**config.mk**
```make
export PLATFORM = sky130hd
export DESIGN_NAME = sw_job_scheduler_flat
export DESIGN_NICKNAME = d
export VERILOG_FILES = /design/src/rtl/sw_job_scheduler_if.sv /design/src/rtl/sw_job_scheduler.sv /design/src/flat_wrapper.sv
export SDC_FILE = /design/constraint.sdc
export NUM_CORES = 1
export LEC_CHECK = 0
export ABC_AREA = 1
export CORE_ASPECT_RATIO = 1.4
export CORE_MARGIN = 2
export CORE_UTILIZATION = 30
export CTS_CLUSTER_DIAMETER = 100
export DETAILED_ROUTE_END_ITERATION = 6
export SLEW_MARGIN = 20
export SYNTH_ARGS = -nofsm -noshare
export SYNTH_HDL_FRONTEND = slang
export SYNTH_SLANG_ARGS = --single-unit
```
**constraint.sdc**
```tcl
create_clock -name clk -period 2.8 [get_ports clk]
set_clock_uncertainty 0.15 [all_clocks]
set_input_delay 0.56 -clock clk [delete_from_list [all_inputs] [get_ports clk]]
set_output_delay 0.56 -clock clk [all_outputs]
set_load 0.02 [all_outputs]
```
**src/rtl/sw_job_scheduler_if.sv**
```systemverilog
// Bus bundle between the job scheduler and its sequence memory, accelerator and result RAM.
// The scheduler takes the master side; the memory/accelerator/RAM environment takes the slave side.
interface sw_job_scheduler_if #(
  parameter int unsigned ADDR_W = 3,
  parameter int unsigned SEQ_W  = 24,
  parameter int unsigned ALN_W  = 30
) ();
  logic [ADDR_W-1:0] mem_addr;
  logic [SEQ_W-1:0]  mem_r;
  logic [SEQ_W-1:0]  mem_q;
  logic              acc_start;
  logic [SEQ_W-1:0]  acc_R;
  logic [SEQ_W-1:0]  acc_Q;
  logic [ALN_W-1:0]  acc_r_aln;
  logic [ALN_W-1:0]  acc_q_aln;
  logic              acc_ready;
  logic              res_we;
  logic [ADDR_W-1:0] res_addr;
  logic [ALN_W-1:0]  res_r;
  logic [ALN_W-1:0]  res_q;

  modport master (
    output mem_addr, acc_start, acc_R, acc_Q, res_we, res_addr, res_r, res_q,
    input  mem_r, mem_q, acc_r_aln, acc_q_aln, acc_ready
  );

  modport slave (
    input  mem_addr, acc_start, acc_R, acc_Q, res_we, res_addr, res_r, res_q,
    output mem_r, mem_q, acc_r_aln, acc_q_aln, acc_ready
  );
endinterface

```
**src/rtl/sw_job_scheduler.sv**
```systemverilog
// Batch sequencer for the banded Smith-Waterman accelerator: fetch R/Q per job, launch,
// wait for a fresh ready edge (or time out) and write the aligned pair to the result buffer.
module sw_job_scheduler #(
  parameter int unsigned NUM_JOBS = 8,
  parameter int unsigned ADDR_W   = 3,
  parameter int unsigned SEQ_W    = 24,
  parameter int unsigned ALN_W    = 30,
  parameter int unsigned TIMEOUT  = 1023
) (
  input  logic              clk,
  input  logic              reset,
  input  logic              go,
  sw_job_scheduler_if.master bus,
  output logic              busy,
  output logic              done,
  output logic              timeout_err,
  output logic [ADDR_W:0]   jobs_done
);
  localparam int unsigned CNT_W = $clog2(TIMEOUT + 1);
  localparam int unsigned JD_W  = ADDR_W + 1;

  typedef enum logic [2:0] {
    S_IDLE,
    S_FETCH,
    S_LAUNCH,
    S_WAIT,
    S_STORE,
    S_DONE
  } state_t;

  state_t            state;
  state_t            state_nx;
  logic [ADDR_W-1:0] idx;
  logic [CNT_W-1:0]  wait_cnt;
  logic              ready_q;
  logic              edge_c;
  logic              tmo_c;
  logic              last_c;

  assign bus.mem_addr = idx;

  // Next-state logic; only a rising ready edge counts, so a level left over from the previous job is ignored.
  always_comb begin
    state_nx = state;
    edge_c   = bus.acc_ready & ~ready_q;
    tmo_c    = (wait_cnt == CNT_W'(TIMEOUT - 1));
    last_c   = (idx == ADDR_W'(NUM_JOBS - 1));
    unique case (state)
      S_IDLE:   if (go) state_nx = S_FETCH;
      S_FETCH:  state_nx = S_LAUNCH;
      S_LAUNCH: state_nx = S_WAIT;
      S_WAIT:   if (edge_c || tmo_c) state_nx = S_STORE;
      S_STORE:  state_nx = last_c ? S_DONE : S_FETCH;
      S_DONE:   state_nx = S_IDLE;
      default:  state_nx = S_IDLE;
    endcase
  end

  always_ff @(posedge clk) begin
    if (reset) begin
      state         <= S_IDLE;
      idx           <= '0;
      wait_cnt      <= '0;
      ready_q       <= 1'b0;
      bus.acc_start <= 1'b0;
      bus.acc_R     <= '0;
      bus.acc_Q     <= '0;
      bus.res_we    <= 1'b0;
      bus.res_addr  <= '0;
      bus.res_r     <= '0;
      bus.res_q     <= '0;
      busy          <= 1'b0;
      done          <= 1'b0;
      timeout_err   <= 1'b0;
      jobs_done     <= '0;
    end else begin
      state         <= state_nx;
      ready_q       <= bus.acc_ready;
      bus.acc_start <= (state_nx == S_LAUNCH);
      bus.res_we    <= (state_nx == S_STORE);
      done          <= (state_nx == S_DONE);
      busy          <= (state_nx != S_IDLE);
      unique case (state)
        S_IDLE: begin
          if (go) begin
            idx         <= '0;
            jobs_done   <= '0;
            timeout_err <= 1'b0;
          end
        end
        S_FETCH: begin
          bus.acc_R <= bus.mem_r;
          bus.acc_Q <= bus.mem_q;
        end
        S_LAUNCH: wait_cnt <= '0;
        S_WAIT: begin
          // Edge beats a simultaneous timeout: the real result is kept and no error is flagged.
          if (edge_c) begin
            bus.res_r    <= bus.acc_r_aln;
            bus.res_q    <= bus.acc_q_aln;
            bus.res_addr <= idx;
          end else if (tmo_c) begin
            bus.res_r    <= '0;
            bus.res_q    <= '0;
            bus.res_addr <= idx;
            timeout_err  <= 1'b1;
          end else begin
            wait_cnt <= wait_cnt + CNT_W'(1);
          end
        end
        S_STORE: begin
          jobs_done <= jobs_done + JD_W'(1);
          if (!last_c) idx <= idx + ADDR_W'(1);
        end
        default: ;
      endcase
    end
  end
endmodule

```
**src/flat_wrapper.sv**
```systemverilog
// flat-port wrapper written by rule: the top's interface ports become plain ports
module sw_job_scheduler_flat 
#(
  parameter int unsigned NUM_JOBS = 8,
  parameter int unsigned ADDR_W   = 3,
  parameter int unsigned SEQ_W    = 24,
  parameter int unsigned ALN_W    = 30,
  parameter int unsigned TIMEOUT  = 1023
)
  (clk, reset, go, busy, done, timeout_err, jobs_done, bus_mem_addr, bus_acc_start, bus_acc_R, bus_acc_Q, bus_res_we, bus_res_addr, bus_res_r, bus_res_q, bus_mem_r, bus_mem_q, bus_acc_r_aln, bus_acc_q_aln, bus_acc_ready);
  sw_job_scheduler_if #(.ADDR_W(ADDR_W), .SEQ_W(SEQ_W), .ALN_W(ALN_W)) bus_i ();
  input  logic clk;
  input  logic reset;
  input  logic go;
  output logic busy;
  output logic done;
  output logic timeout_err;
  output logic [ADDR_W:0] jobs_done;
  output wire logic [$bits(bus_i.mem_addr)-1:0] bus_mem_addr;
  output wire logic [$bits(bus_i.acc_start)-1:0] bus_acc_start;
  output wire logic [$bits(bus_i.acc_R)-1:0] bus_acc_R;
  output wire logic [$bits(bus_i.acc_Q)-1:0] bus_acc_Q;
  output wire logic [$bits(bus_i.res_we)-1:0] bus_res_we;
  output wire logic [$bits(bus_i.res_addr)-1:0] bus_res_addr;
  output wire logic [$bits(bus_i.res_r)-1:0] bus_res_r;
  output wire logic [$bits(bus_i.res_q)-1:0] bus_res_q;
  input wire logic [$bits(bus_i.mem_r)-1:0] bus_mem_r;
  input wire logic [$bits(bus_i.mem_q)-1:0] bus_mem_q;
  input wire logic [$bits(bus_i.acc_r_aln)-1:0] bus_acc_r_aln;
  input wire logic [$bits(bus_i.acc_q_aln)-1:0] bus_acc_q_aln;
  input wire logic [$bits(bus_i.acc_ready)-1:0] bus_acc_ready;
  assign bus_mem_addr = bus_i.mem_addr;
  assign bus_acc_start = bus_i.acc_start;
  assign bus_acc_R = bus_i.acc_R;
  assign bus_acc_Q = bus_i.acc_Q;
  assign bus_res_we = bus_i.res_we;
  assign bus_res_addr = bus_i.res_addr;
  assign bus_res_r = bus_i.res_r;
  assign bus_res_q = bus_i.res_q;
  assign bus_i.mem_r = bus_mem_r;
  assign bus_i.mem_q = bus_mem_q;
  assign bus_i.acc_r_aln = bus_acc_r_aln;
  assign bus_i.acc_q_aln = bus_acc_q_aln;
  assign bus_i.acc_ready = bus_acc_ready;
  sw_job_scheduler #(.NUM_JOBS(NUM_JOBS), .ADDR_W(ADDR_W), .SEQ_W(SEQ_W), .ALN_W(ALN_W), .TIMEOUT(TIMEOUT)) u_core (.clk(clk), .reset(reset), .go(go), .bus(bus_i), .busy(busy), .done(done), .timeout_err(timeout_err), .jobs_done(jobs_done));
endmodule
```
### After elaboration in Yosys (flattened, before gate mapping)

Cells that the tools add are included.

| operators by class | value |
|---|---|
| reduce and logical (&&, ||, !) cells | 12 |
| add/sub/neg operators | 3 |
| mux-type cells | 21 |
| bitwise operators | 2 |
| equality and inequality tests | 14 |

Operators by type and width:

| kind | number |
|---|---|
| 2-to-1 mux 30 bit | 3 |
| 2-to-1 mux 3 bit | 7 |
| 2-to-1 mux 10 bit | 2 |
| case mux 10 bit (2 select lines) | 1 |
| case mux 3 bit (5 select lines) | 1 |
| equality test 3 bit, second input constant | 4 |
| adder 10 x 1 -> 10 bit, second input constant | 1 |
| equality test 10 bit, second input constant | 1 |
| equality test 3 x 2 -> 1 bit, second input constant | 3 |
| inequality test 2 bit, second input constant | 4 |
| case mux 4 bit (2 select lines) | 1 |
| nonzero test 2 bit | 4 |
| case mux 3 bit (2 select lines) | 1 |
| AND reduction 3 bit | 2 |
| adder 4 x 1 -> 4 bit, second input constant | 1 |
| 2-to-1 mux 4 bit | 1 |
| AND reduction 2 bit | 2 |
| AND reduction 4 bit | 1 |
| adder 3 x 1 -> 3 bit, second input constant | 1 |
| equality test 3 x 1 -> 1 bit, second input constant | 1 |
| logical NOT 3 bit | 1 |
| 2-to-1 mux 1 bit | 3 |
| nonzero test 3 bit | 1 |
| inequality test 2 x 1 -> 1 bit, second input constant | 1 |
| 4 further kinds | 4 |

| word-level totals | value |
|---|---|
| bits in registers | 137 |
| logic and storage cells | 67 |
| input bits | 112 |
| output and inout bits | 123 |

### Depth between registers and ports, before layout

| depth | value |
|---|---|
| depth in word-level cells | 6 |
| mapped depth | 11 |
| depth with buffers taken out | 10 |

### Least setup slack after synthesis

Ideal clock, no wire load.

| path | value |
|---|---|
| kind | input port to flip-flop |
| from | input port bus_acc_ready |
| to | register u_core.bus.res_q[28] |
| stages on the path | 8 |
| path buffers | 2 |
| data required time | 2.518 ns |
| slack | 1.083 ns |
| data arrival time | 1.435 ns |
| library setup time | 0.132 ns |
| cell sequence | inv_1 > or2_2 > nand2_1 > nand2_2 > buf_6 > buf_6 > nand2_1 > a21oi_1 |

| on the way | value |
|---|---|
| longest elaborated chain between the ends | 3 |
| elaborated cells between the ends (all ways) | 4 |
| classes of those cells | mux (1); bitwise (1); reduce/logical (2) |

Ends and longest elaborated chain:

| element | line | text |
|---|---|---|
| from (decl) | flat_wrapper.sv:31 | `input wire logic [$bits(bus_i.acc_ready)-1:0] bus_acc_ready;` |
| AND 1 bit (*) | sw_job_scheduler.sv:45 | `edge_c = bus.acc_ready & ~ready_q;` |
| nonzero test 2 bit (no line) | -- |  |
| AND reduction 2 bit (no line) | -- |  |
| to (signal assigned) | sw_job_scheduler.sv:100 | `bus.res_q <= bus.acc_q_aln;` |
| to (decl) | sw_job_scheduler_if.sv:23 | `output mem_addr, acc_start, acc_R, acc_Q, res_we, res_addr, res_r, res_q,` |

Every way passes the cells marked *; elsewhere a longest branch is shown, timed or not.
A chain may end at the register's enable or synchronous reset.

### Final worst setup path

| path | value |
|---|---|
| from | register u_core.jobs_done[0] |
| to | output port jobs_done[0] |

RTL lines:

| element | line | text |
|---|---|---|
| from (decl) | sw_job_scheduler.sv:17 | `output logic [ADDR_W:0] jobs_done` |
| from (signal assigned) | sw_job_scheduler.sv:112 | `jobs_done <= jobs_done + JD_W'(1);` |
| to (decl) | flat_wrapper.sv:18 | `output logic [ADDR_W:0] jobs_done;` |

No word-level cell between the ends.

==> reports/qor.csv <==
stage,metric,value,unit
run_status,outcome,"complete, no violations",
setup_path,path type of the worst setup path,reg2out,
drt,highest layer used for signal routing,met4,
setup_path,delay contributed by the slowest stage of the critical path,670,ps
setup_path,WP data arrival,1470,ps
sta,final number of max-transition violations,0,
sta,Slew Limit Headroom,0.698,
clocking,number of buffers between clock root and the deepest sink,2,
synthesis,sequential cell area fraction in the yosys report,0.533,
setup_path,nature of the critical path endpoint,output port,
clocking,clock insertion delay at the later pin of the skew report,410,ps
global_route,via count of the first global-routing pass,4815,
drt,vias after detailed routing,5044,
sta,setup repair after global routing missed its margin,false,
sta,number of failing hold endpoints at the final stage,0,
place,Post-DP HPWL,10700,um
synthesis,mean cell area of the mapped netlist,7.53,sq um
finish,fraction of layout cells with a size suffix above 1,0.0588,
setup_path,category of the worst setup path launch point,flop,
finish,number of inserted diodes,0,
finish,highest-count cells in the layout ignoring fill and taps,"sky130_fd_sc_hd__clkdlybuf4s50_1, sky130_fd_sc_hd__nand2_1, sky130_fd_sc_hd__dfxtp_1",
run,# Max-Cap Violations,0,
hold_path,class of the most critical hold timing path,reg2reg,
place,routability-driven placement congestion ratio,0.788,
synthesis,number of distinct library cell variants in the gate-level netlist after synthesis,25,
clocking,clock transition at the registers of the reported paths,50,ps
setup_path,WP data required,2090,ps
synthesis,top_reg_cell synth,sky130_fd_sc_hd__dfxtp_1,
power,power after layout,5.53,mW
synthesis,Syn Nets,800,
power,total power density per cell area,667,nW/um^2
drt,Post-Route M1 WL,6500,um
floorplan,CORE AREA,16700,sq um
drt,Via density,4.50,
setup_path,CP max-delay cell,sky130_fd_sc_hd__clkdlybuf4s50_1,
drt,1st-pass router iterations,5,
sta,FMAX,0.458,GHz
clocking,H-tree levels,4,
floorplan,Die Span X,115,um
drt,"wirelength, routed",15500,um
finish,number of fillers in the final layout,1677,
sta,pin slew with the least headroom to its limit,453,ps
synthesis,synthesis-stage register bit count,137,
global_route,remaining global-route overflow,0,
place,number of I/O port buffers,234,
finish,post-route core utilization,0.495,
global_route,maximum number of pins on one net before global-route repair,61,
clocking,CTS tree,yes,
clocking,clock buffer count from CTS,17,
synthesis,Post-Synthesis Cell Area,5140,sq um
clocking,Root Buffer Master,sky130_fd_sc_hd__clkbuf_16,
floorplan,row cnt,56,
drt,amount of wire on met2 after detailed routing,7620,um
power,highest ir drop seen on vdd,0.000282,V
finish,Area growth syn-to-layout,61.4,%
finish,"commonest non-fill, non-tap cell in the layout",sky130_fd_sc_hd__clkdlybuf4s50_1,
synthesis,async set-or-reset flop fraction in the synthesized netlist,0,
setup_path,worst-path fanout max,5,
global_route,GRT Total Usage,0.171,
sta,Setup Total Neg Slack,0,ps
synthesis,number of warning messages in the yosys log,0,
synthesis,number of enable flip-flop cells after synthesis,0,
clocking,number of buffers added to fix hold violations after cts,0,
floorplan,DIE AREA,18200,sq um
setup_path,CP Cell Sequence,clkdlybuf4s50_1,
setup_path,buffers plus inverters on the worst setup path,1,
drt,final routed DRC violation total,0,
global_route,first-pass GRT wire length,24700,um
power,reported leakage power,3.10,nW
finish,nets@finish,1024,
drt,post-DR wirelength/cell,13.8,um
clocking,Sink Count,137,
setup_path,cell family with the largest share of critical-path delay,buffers and inverters,
global_route,initial antenna violation count,0,
synthesis,Synth Instances,683,
sta,final critical delay including setup and external delays,2180,ps
drt,drt initial violations,260,
floorplan,initial core utilization,0.307,
drt,remaining antenna violation count after routing,0,
sta,final setup vio count,0,
floorplan,count of boundary I/O pins,235,
floorplan,height of the chip,159,um
clocking,total of cells resized after clock tree synthesis,0,
clocking,setup repair bufs after CTS,0,
sta,"Period Utilization, post-route",0.779,
drt,routed wl met3,1050,um
[sequential cells by signal (all words and copies together), names as in the netlist]
name                  cells
u_core.jobs_done          4
u_core.busy               1
u_core.timeout_err        1
u_core.bus.acc_start      1
u_core.bus.acc_Q         24
u_core.ready_q            1
u_core.done               1
u_core.wait_cnt          10
u_core.bus.mem_addr       3
u_core.bus.res_addr       3
u_core.bus.res_we         1
u_core.state              3
u_core.bus.res_r         30
u_core.bus.res_q         30
u_core.bus.acc_R         24
[where the power goes]
part	total [mW]	internal [mW]	switching [mW]	leakage, nW
logic	0.935	0.443	0.492	1.69
registers	2.15	2.09	0.0677	1.11
clock network	2.44	1.60	0.843	0.303
[cell type report]
class | instances | area (sq um) | area share
Clock inverter | 11 | 195 | 0.0235
Multi-Input combinational cell | 476 | 2120 | 0.255
Timing Repair Buffer | 244 | 2420 | 0.292
Sequential cell | 137 | 2740 | 0.331
Clock buffer | 20 | 447 | 0.0538
Inverter | 31 | 116 | 0.0140
Tap cell | 203 | 254 | 0.0306
[cell usage after synthesis, types with 2 or more instances]
library cell / instances / area (sq um)
sky130_fd_sc_hd__a21oi_1: 80 / 400
sky130_fd_sc_hd__buf_2: 9 / 45.0
sky130_fd_sc_hd__buf_6: 2 / 22.5
sky130_fd_sc_hd__clkbuf_1: 27 / 101
sky130_fd_sc_hd__dfxtp_1: 137 / 2740
sky130_fd_sc_hd__ha_1: 5 / 62.6
sky130_fd_sc_hd__inv_1: 28 / 105
sky130_fd_sc_hd__inv_2: 3 / 11.3
sky130_fd_sc_hd__nand2_1: 173 / 649
sky130_fd_sc_hd__nand3_1: 9 / 45.0
sky130_fd_sc_hd__nand4_1: 3 / 18.8
sky130_fd_sc_hd__nor2_1: 133 / 499
sky130_fd_sc_hd__nor2_2: 4 / 25.0
sky130_fd_sc_hd__nor2_4: 2 / 22.5
sky130_fd_sc_hd__o21ai_0: 47 / 235
sky130_fd_sc_hd__o21ai_1: 8 / 40.0
sky130_fd_sc_hd__o21bai_1: 2 / 15.0
sky130_fd_sc_hd__xnor2_1: 3 / 26.3
sky130_fd_sc_hd__xor2_1: 2 / 17.5
[metrics by stage]
stage          cell area, sq um  hold WS, ps  instances  worst slack [ps]
5_1_grt                    8300          323       1122               505
3_3_place_gp               7650          291       1091               420
3_5_place_dp               7650          302       1091               390
2_1_floorplan              5140          317        683              1080
6_report                   8300          308       1122               618
4_1_cts                    8300          311       1122               575
[layer usage]
metal  global-route usage  up-vias
li1                     -     2611
met1                0.194     2242
met2                0.290      167
met3               0.0595       24
met4               0.0671        0
met5                    0        -
[final timing paths]
kind,slack (ps),from,end,depth (start not counted)
setup / recovery,620,u_core.jobs_done[0],jobs_done[0],1
hold / removal,310,u_core.bus.res_r[5],u_core.bus.res_r[5],2
setup reg to reg,760,u_core.wait_cnt[0],u_core.bus.res_q[19],10
hold reg to reg,310,u_core.bus.res_r[5],u_core.bus.res_r[5],2
[cell families (layout without fill, tap and decap cells)]
family | Yosys count | after routing | synth area share
xor+xnor | 5 | 5 | 0.00852
buf+inv | 70 | 306 | 0.0562
compound gates | 137 | 137 | 0.134
flops | 137 | 137 | 0.533
fa+ha+maj | 5 | 5 | 0.0122
simple gates | 329 | 329 | 0.255
Note: power is estimated with default switching activity, not from simulation.
